$ cat config.mk
export PLATFORM = sky130hd
export DESIGN_NAME = trace_capture_flat
export DESIGN_NICKNAME = d
export VERILOG_FILES = /design/src/rtl/trace_capture_pkg.sv /design/src/rtl/trace_capture_if.sv /design/src/rtl/trace_capture_mem.sv /design/src/rtl/trace_capture.sv /design/src/flat_wrapper.sv
export SDC_FILE = /design/constraint.sdc
export NUM_CORES = 1
export LEC_CHECK = 0
export ABC_AREA = 0
export CAP_MARGIN = 20
export CORE_AREA = 5 5 84 86
export CTS_BUF_LIST = sky130_fd_sc_hd__clkbuf_2 sky130_fd_sc_hd__clkbuf_4 sky130_fd_sc_hd__clkbuf_8
export DETAILED_ROUTE_END_ITERATION = 16
export DIE_AREA = 0 0 89 91
export PLACE_DENSITY = 0.6
export SKIP_LAST_GASP = 1
export SLEW_MARGIN = 5
export SYNTH_ARGS = -nofsm -noshare
export SYNTH_HDL_FRONTEND = slang
export SYNTH_SLANG_ARGS = --single-unit
$ cat constraint.sdc
create_clock -name i_clk -period 2.1 [get_ports i_clk]
set_input_delay 0.42 -clock i_clk [delete_from_list [all_inputs] [get_ports i_clk]]
set_output_delay 0.42 -clock i_clk [all_outputs]
set_load 0.005 [all_outputs]
$ cat src/rtl/trace_capture_pkg.sv
// Shared types and default sizes for the trace capture buffer.
package trace_pkg;

    localparam int unsigned DefWidth = 5;
    localparam int unsigned DefDepth = 8;

    typedef enum logic [1:0] {
        StIdle    = 2'd0,
        StCapture = 2'd1,
        StReadout = 2'd2
    } trace_state_t;

endpackage

$ cat src/rtl/trace_capture_if.sv
// Capture control plus valid/ready readout stream of the trace buffer.
interface trace_capture_if #(
    parameter int unsigned WIDTH = trace_pkg::DefWidth,
    parameter int unsigned DEPTH = trace_pkg::DefDepth
) ();
    localparam int unsigned CntW = $clog2(DEPTH + 1);

    logic             arm;
    logic             stop;
    logic             sample_valid;
    logic [WIDTH-1:0] sample;
    logic             busy;
    logic             done;
    logic [CntW-1:0]  count;
    logic             rd_valid;
    logic [WIDTH-1:0] rd_data;
    logic             rd_last;
    logic             rd_ready;

    modport master (
        output arm, stop, sample_valid, sample, rd_ready,
        input  busy, done, count, rd_valid, rd_data, rd_last
    );

    modport slave (
        input  arm, stop, sample_valid, sample, rd_ready,
        output busy, done, count, rd_valid, rd_data, rd_last
    );
endinterface

$ cat src/rtl/trace_capture_mem.sv
// DEPTH x WIDTH register array: one synchronous write port, one combinational read port.
module trace_mem #(
    parameter int unsigned WIDTH = trace_pkg::DefWidth,
    parameter int unsigned DEPTH = trace_pkg::DefDepth,
    parameter int unsigned AddrW = $clog2(DEPTH)
) (
    input  logic             i_clk,
    input  logic             i_we,
    input  logic [AddrW-1:0] i_waddr,
    input  logic [WIDTH-1:0] i_wdata,
    input  logic [AddrW-1:0] i_raddr,
    output logic [WIDTH-1:0] o_rdata
);
    logic [WIDTH-1:0] r_mem [DEPTH];

    // Contents are deliberately not reset; only words below count are ever read.
    always_ff @(posedge i_clk) begin
        if (i_we) begin
            r_mem[i_waddr] <= i_wdata;
        end
    end

    assign o_rdata = r_mem[i_raddr];
endmodule

$ cat src/rtl/trace_capture.sv
// Trace capture buffer: records one probe word per valid cycle, then streams them out in order.
module trace_capture
    import trace_pkg::*;
#(
    parameter int unsigned WIDTH = DefWidth,
    parameter int unsigned DEPTH = DefDepth
) (
    input  logic            i_clk,
    input  logic            i_reset,
    trace_capture_if.slave  io_trace
);
    localparam int unsigned AddrW = $clog2(DEPTH);
    localparam int unsigned CntW  = $clog2(DEPTH + 1);

    trace_state_t     r_state, w_state_d;
    logic [AddrW-1:0] r_wr_ptr, w_wr_ptr_d;
    logic [AddrW-1:0] r_rd_ptr, w_rd_ptr_d;
    logic [CntW-1:0]  r_count, w_count_d;
    logic             w_we;
    logic             w_rd_valid;
    logic             w_rd_last;
    logic [WIDTH-1:0] w_mem_rdata;

    assign w_rd_valid = (r_state == StReadout);
    assign w_rd_last  = w_rd_valid && (CntW'(r_rd_ptr) == r_count - CntW'(1));

    always_comb begin
        w_state_d  = r_state;
        w_wr_ptr_d = r_wr_ptr;
        w_rd_ptr_d = r_rd_ptr;
        w_count_d  = r_count;
        w_we       = 1'b0;
        case (r_state)
            StIdle: begin
                if (io_trace.arm) begin
                    w_state_d  = StCapture;
                    w_wr_ptr_d = '0;
                    w_rd_ptr_d = '0;
                    w_count_d  = '0;
                end
            end
            StCapture: begin
                if (io_trace.sample_valid) begin
                    w_we       = 1'b1;
                    w_wr_ptr_d = r_wr_ptr + AddrW'(1);
                    w_count_d  = r_count + CntW'(1);
                    if (r_wr_ptr == AddrW'(DEPTH - 1)) begin
                        w_state_d = StReadout;
                    end
                end
                // A same-cycle sample counts, so stop then always has something to read.
                if (io_trace.stop) begin
                    if (io_trace.sample_valid || (r_count != '0)) begin
                        w_state_d = StReadout;
                    end else begin
                        w_state_d = StIdle;
                    end
                end
            end
            StReadout: begin
                if (io_trace.rd_ready) begin
                    if (w_rd_last) begin
                        w_state_d = StIdle;
                    end else begin
                        w_rd_ptr_d = r_rd_ptr + AddrW'(1);
                    end
                end
            end
            default: begin
                w_state_d = StIdle;
            end
        endcase
    end

    always_ff @(posedge i_clk) begin
        if (i_reset) begin
            r_state  <= StIdle;
            r_wr_ptr <= '0;
            r_rd_ptr <= '0;
            r_count  <= '0;
        end else begin
            r_state  <= w_state_d;
            r_wr_ptr <= w_wr_ptr_d;
            r_rd_ptr <= w_rd_ptr_d;
            r_count  <= w_count_d;
        end
    end

    trace_mem #(
        .WIDTH (WIDTH),
        .DEPTH (DEPTH),
        .AddrW (AddrW)
    ) u_mem (
        .i_clk   (i_clk),
        .i_we    (w_we),
        .i_waddr (r_wr_ptr),
        .i_wdata (io_trace.sample),
        .i_raddr (r_rd_ptr),
        .o_rdata (w_mem_rdata)
    );

    assign io_trace.busy     = (r_state == StCapture);
    assign io_trace.done     = w_rd_valid;
    assign io_trace.count    = r_count;
    assign io_trace.rd_valid = w_rd_valid;
    assign io_trace.rd_data  = w_rd_valid ? w_mem_rdata : '0;
    assign io_trace.rd_last  = w_rd_last;
endmodule
$ cat src/flat_wrapper.sv
// flat-port wrapper written by rule: the top's interface ports become plain ports
module trace_capture_flat import trace_pkg::*;
#(
    parameter int unsigned WIDTH = DefWidth,
    parameter int unsigned DEPTH = DefDepth
)
  (i_clk, i_reset, io_trace_arm, io_trace_stop, io_trace_sample_valid, io_trace_sample, io_trace_rd_ready, io_trace_busy, io_trace_done, io_trace_count, io_trace_rd_valid, io_trace_rd_data, io_trace_rd_last);
  trace_capture_if #(.WIDTH(WIDTH), .DEPTH(DEPTH)) io_trace_i ();
  input  logic i_clk;
  input  logic i_reset;
  input wire logic [$bits(io_trace_i.arm)-1:0] io_trace_arm;
  input wire logic [$bits(io_trace_i.stop)-1:0] io_trace_stop;
  input wire logic [$bits(io_trace_i.sample_valid)-1:0] io_trace_sample_valid;
  input wire logic [$bits(io_trace_i.sample)-1:0] io_trace_sample;
  input wire logic [$bits(io_trace_i.rd_ready)-1:0] io_trace_rd_ready;
  output wire logic [$bits(io_trace_i.busy)-1:0] io_trace_busy;
  output wire logic [$bits(io_trace_i.done)-1:0] io_trace_done;
  output wire logic [$bits(io_trace_i.count)-1:0] io_trace_count;
  output wire logic [$bits(io_trace_i.rd_valid)-1:0] io_trace_rd_valid;
  output wire logic [$bits(io_trace_i.rd_data)-1:0] io_trace_rd_data;
  output wire logic [$bits(io_trace_i.rd_last)-1:0] io_trace_rd_last;
  assign io_trace_i.arm = io_trace_arm;
  assign io_trace_i.stop = io_trace_stop;
  assign io_trace_i.sample_valid = io_trace_sample_valid;
  assign io_trace_i.sample = io_trace_sample;
  assign io_trace_i.rd_ready = io_trace_rd_ready;
  assign io_trace_busy = io_trace_i.busy;
  assign io_trace_done = io_trace_i.done;
  assign io_trace_count = io_trace_i.count;
  assign io_trace_rd_valid = io_trace_i.rd_valid;
  assign io_trace_rd_data = io_trace_i.rd_data;
  assign io_trace_rd_last = io_trace_i.rd_last;
  trace_capture #(.WIDTH(WIDTH), .DEPTH(DEPTH)) u_core (.i_clk(i_clk), .i_reset(i_reset), .io_trace(io_trace_i));
endmodule
* Word-level counts from Yosys, hierarchy flattened
Memory sizes are Yosys's and may differ from the RTL's. A register that Yosys moved wholly into a read port is not among the register bits.
Cells that the tools add are included.
** Word-level totals
- Bits in writable memories :: 40
- Memories :: 1
- Register bits after elaboration :: 12
** Memories
- u_core.u_mem.r_mem :: words 8, width 5, rd ports 1, clocked after memory_dff 1, write ports 1, RTL line trace_capture_mem.sv:14 : logic [WIDTH-1:0] r_mem [DEPTH];
** Cells by class
- Equal/unequal tests :: 11
- $add $sub $neg :: 4
- Multiplexer cells :: 24
- Reduce and logical (&&, ||, !) cells :: 9
** Operators with widths (number)
- 2-to-1 mux 3 bit :: 6
- 2-to-1 mux 2 bit :: 7
- case mux 3 bit (2 select lines) :: 2
- != test 2 bit, second input constant :: 5
- 2-to-1 mux 4 bit :: 2
- case mux 4 bit (2 select lines) :: 1
- adder 3 x 1 -> 3 bit, second input constant :: 2
- case mux 2 bit (3 select lines) :: 1
- 2-to-1 mux 5 bit :: 1
- AND reduction 5 bit :: 1
- adder 4 x 1 -> 4 bit, second input constant :: 1
- equality test 3 x 4 -> 1 bit :: 1
- 2-to-1 mux 1 bit :: 4
- AND reduction 4 bit :: 1
- nonzero test 2 bit :: 2
- nonzero test 4 bit :: 1
- subtractor 4 x 1 -> 4 bit, second input constant :: 1
- equality test 3 bit, second input constant :: 1
- != test 3 x 2 -> 1 bit, second input constant :: 1
- != test 3 bit, second input constant :: 1
- AND reduction 3 bit :: 1
- equality test 2 x 1 -> 1 bit, second input constant :: 1
- equality test 2 bit, second input constant :: 1
- zero test 2 bit :: 1
- 2 further kinds :: 2

* Logic depth before layout (Yosys ltp)
- Depth in word-level cells :: 8
- Mapped depth :: 7
- Gate-level depth less buffers :: 7

* Cells and area by module
A second synthesis with hierarchy kept.
** Second synthesis, totals
- Cells, all modules :: 164
- Area, all modules :: 2373.5 um^2
** By module, submodules not included
- trace_mem :: times used 1, cells an instance 70, area an instance 1594.0 um^2
- trace_capture :: times used 1, cells an instance 94, area an instance 779.5 um^2

* Least setup slack after synthesis
No wires, ideal clock.
- Path kind :: register to register
- Start point :: register u_core.r_state[1]
- End point :: memory u_core.u_mem.r_mem[0][0] (netlist name) (enable)
- Library setup time :: 0.374 ns
- Arrival time :: 1.592 ns
- Cell stages (with the launch flop) :: 7
- Path slack :: 0.135 ns
- Path through :: dfxtp_1 > buf_2 > nor2b_1 > clkbuf_1 > nand2_1 > or2_2 > nor3_1
** On the way
- Cells in the longest elaborated chain, start to end :: 4
** Ends and longest elaborated chain
- start, declared :: RTL line trace_capture.sv:15 : trace_state_t r_state, w_state_d;
- start signal, assigned :: RTL line trace_capture.sv:77 : r_state <= StIdle;
- start signal, assigned :: RTL line trace_capture.sv:82 : r_state <= w_state_d;
- equality test 2 x 1 -> 1 bit
- named net io_trace_busy :: RTL line flat_wrapper.sv:16 : output wire logic [$bits(io_trace_i.busy)-1:0] io_trace_busy;
- 2-to-1 mux 1 bit :: RTL line trace_capture.sv:33 : case (r_state)
- 2-to-1 mux 1 bit :: RTL line trace_capture_mem.sv:18 : if (i_we) begin
- 2-to-1 mux 1 bit (not written as such) :: RTL line trace_capture_mem.sv:19 : r_mem[i_waddr] <= i_wdata;
- end, declared :: RTL line trace_capture_mem.sv:14
The timed path passes the listed nets, and every way through them passes these cells.

* Worst setup path in the final report
- Start point :: register u_core.r_count[1], in the netlist u_core.io_trace.count[1]
- End point :: output io_trace_rd_last
** On the way
- Cells in the longest elaborated chain, start to end :: 3
** Ends and longest elaborated chain
- start, declared :: RTL line trace_capture.sv:18 : logic [CntW-1:0] r_count, w_count_d;
- start signal, assigned :: RTL line trace_capture.sv:85 : r_count <= w_count_d;
- subtractor 4 x 1 -> 4 bit :: RTL line trace_capture.sv:25 : assign w_rd_last = w_rd_valid && (CntW'(r_rd_ptr) == r_count - CntW'(1));
- equality test 3 x 4 -> 1 bit :: RTL line trace_capture.sv:25
- logical AND 1 bit :: RTL line trace_capture.sv:25
- end, declared :: RTL line flat_wrapper.sv:21 : output wire logic [$bits(io_trace_i.rd_last)-1:0] io_trace_rd_last;
No other way between the ends.

==> run_results.csv <==
group,metric,value,unit
synth,synth_flop_cell,"edfxtp_1",
cts,cts.sinks,55,
timing,hold_viol,0,
synth,yosysSeqAreaShare,0.617,
final_layout,multi_input_area,910,µm²
place,dp_cells,293,
synth,ys_ff_latch,55,
die,initial_utilization,0.392,
detailed_routing,dr_total_vias,1526,
critical_path,worstPathMaxFanout,2,
cts,clockBufferDepth,2,
final_layout,layoutNonFillerInstCount,302,
final_layout,final_cell_mix,"40 x edfxtp_1, 22 x nor2_1, 22 x buf_4",
detailed_routing,drtIter0Drc,118,
synth,postSynthAreaPerCell,13.7,µm²
die,dieWidth,89,µm
detailed_routing,viasPerCell,5.05,
die,core-area,6200,µm²
critical_path,worstSetupEndpointType,"output port",
synth,synth_area,2430,µm²
synth,synth_nets,195,
final_layout,final_util,0.491,
place,dpl.hpwl,3.41,mm
timing,fmax,477,MHz
critical_path,start_kind,"flop",
critical_path,critical_path_required,1.68,ns
synth,ys_types,39,
final_layout,regArea,1510,µm²
cts,cts_inserted_buffers,5,
grt,grt_use_total,0.125,
power,max-vdd-ir-drop,0.000355,V
power,power_density,623,nW/µm²
critical_path,crit_chain,"inv_1 > ha_4 > xor2_2 > nand2_2 > nor4_4 > buf_2",
place,dpl_cell_area,2920,µm²
timing,whs,0.500,ns
timing,rsz0062_at_grt,"yes",
synth,synth_area_leaders,"edfxtp_1 49%, dfxtp_1 12%, mux4_2 9.3%, nor2_1 3.4%, ha_1 3.1%",
final_layout,nFillCells,546,
synth,synth-edff-count,40,
critical_path,cp_slowest_cell,"dfxtp_2",
detailed_routing,ant_nets,0,
grt,first_global_vias,1542,
timing,fin_crit_sh,0.998,
detailed_routing,wire_per_inst,15.4,µm
synth,yosys.area.top_type,"edfxtp_1",
timing,fin_crit,2.09,ns
grt,grt_pass1_wl,7.73,mm
final_layout,drive_above_1_share,0.302,
die,placementRows,29,
timing,setup_viol,0,
run,drv_cap,0,
synth,yosysTopAreaCellShare,0.494,
detailed_routing,wirelength,4.64,mm
detailed_routing,drc,0,
power,leakage,1.08,nW
place,dp_worst_setup_slack,-0.0461,ns
synth,yosysWarnings,0,
cts,clk_pin_slew_worst_paths,0.10,ns
grt,antenna_found_initial,0,
cts,clk_latency,0.30,ns
timing,slew_viol_final,0,
die,die_height,91,µm
timing,max-slew-margin-rel,0.762,
critical_path,crit_type,"reg2out",
place,gp_congestion,0.770,
final_layout,final_common_cell,"edfxtp_1",
grt,grt_max_degree,19,
timing,skew,0.00435,ns
timing,setup_slack,0.00508,ns
timing,max_slew.worst_pin.slew,0.356,ns
final_layout,fin_nets,241,
die,ios,24,
detailed_routing,drt_first_pass_iters,4,
critical_path,crit_family,"simple AND/OR/NAND/NOR gates",
synth,netlist_instances,178,
worst_hold_path,min_path_type,"reg2reg",
cts,root_buffer,"clkbuf_8",
place,portBuffers,23,
synth,async_reset_ff_frac,0,
cts,htree_levels,2,
critical_path,slowest_delay,0.34,ns
run_status,status,"completed",
critical_path,worst_ep_arrival_time,1.67,ns
die,die_area,8100,µm²
final_layout,n_antenna_cell,0,
cts,cts_tree,"built",
grt,overflow,0,
critical_path,worstPathBufferInverterCount,2,
final_layout,design_area,3050,µm²
final_layout,syn_to_final_growth,25.4,%
[cells in the mapped netlist (2+ instances only)]
master    count
xnor2_1       2
nor3_1        4
o21ai_0       3
edfxtp_1     40
nand2_1      11
nor2b_1       2
ha_1          6
buf_2         2
clkbuf_1      4
a21oi_1      10
mux4_2       10
nor2_1       22
mux2_2        4
nand3b_1      2
nand3_1       5
xor2_1        2
dfxtp_1      15
nand2b_1      4
mux2i_1       6
inv_1         5
[report_power, final]
group / switching, mW / internal [mW]
clock: 0.344 / 0.240
sequential: 0.00803 / 1.17
combinational: 0.0662 / 0.0706
total: 0.418 / 1.48
[routing by layer]
metal / track usage / routed length (µm)
met1: 0.184 / 2260
met2: 0.186 / 2210
met3: 0.0271 / 120
met4: 0.0372 / 60
met5: 0 / 0
[stage by stage]
stage	total power [mW]	TNS, ns
2_1_floorplan	1.26	0
3_3_place_gp	1.33	-0.00421
3_5_place_dp	1.34	-0.0461
4_1_cts	1.92	-0.317
5_1_grt	1.98	-0.352
6_report	1.90	0
[tightest hold or removal path: stages, from the launching register on]
cell and delay (ns):
dfxtp_1 0.34, nand2_1 0.06, a21oi_1 0.06
[worst paths after layout]
kind	from	end	slack, ns	cells past startpoint
max	u_core.io_trace.count[1]	io_trace_rd_last	0.005	6
min	u_core.r_wr_ptr[0]	u_core.r_wr_ptr[0]	0.50	2
max reg2reg	u_core.io_trace.count[0]	flop	0.14	6
min reg2reg	u_core.r_wr_ptr[0]	u_core.r_wr_ptr[0]	0.50	2
[layout make-up]
cell class / count / share of cell area
repair buffers: 48 / 0.139
clock buffers: 5 / 0.0226
well taps: 77 / 0.0316
clock inverters: 3 / 0.00739
flip-flops and latches: 55 / 0.495
inverters: 5 / 0.00616
multi-input cells: 109 / 0.298
[registers in the layout, summed over array words and instances, names as in the netlist, named ones only]
register and flops:
u_core.io_trace.count 4, u_core.r_rd_ptr 3, u_core.r_state 2, u_core.r_wr_ptr 3
u_core.u_mem.r_mem 40
[logic make-up after synthesis]
| family | share of synthesized area |
|---|---|
| AOI/OAI and AO/OA | 0.0571 |
| and+or+nand+nor | 0.108 |
| DFF | 0.617 |
| buffers and inverters | 0.0273 |
| xor gates and xnor gates | 0.0237 |
| adders and majority gates | 0.0309 |
| muxes | 0.136 |
[timing repair]
item	4_1_cts	5_1_grt
pin swaps	3	5
hold buffers	0	0
endpoints found under the setup margin	8	9
hold endpoints to repair	0	0
gates resized for setup	28	15
gates cloned	1	0
setup buffers	2	0
Note: power is estimated with default switching activity, not from simulation.
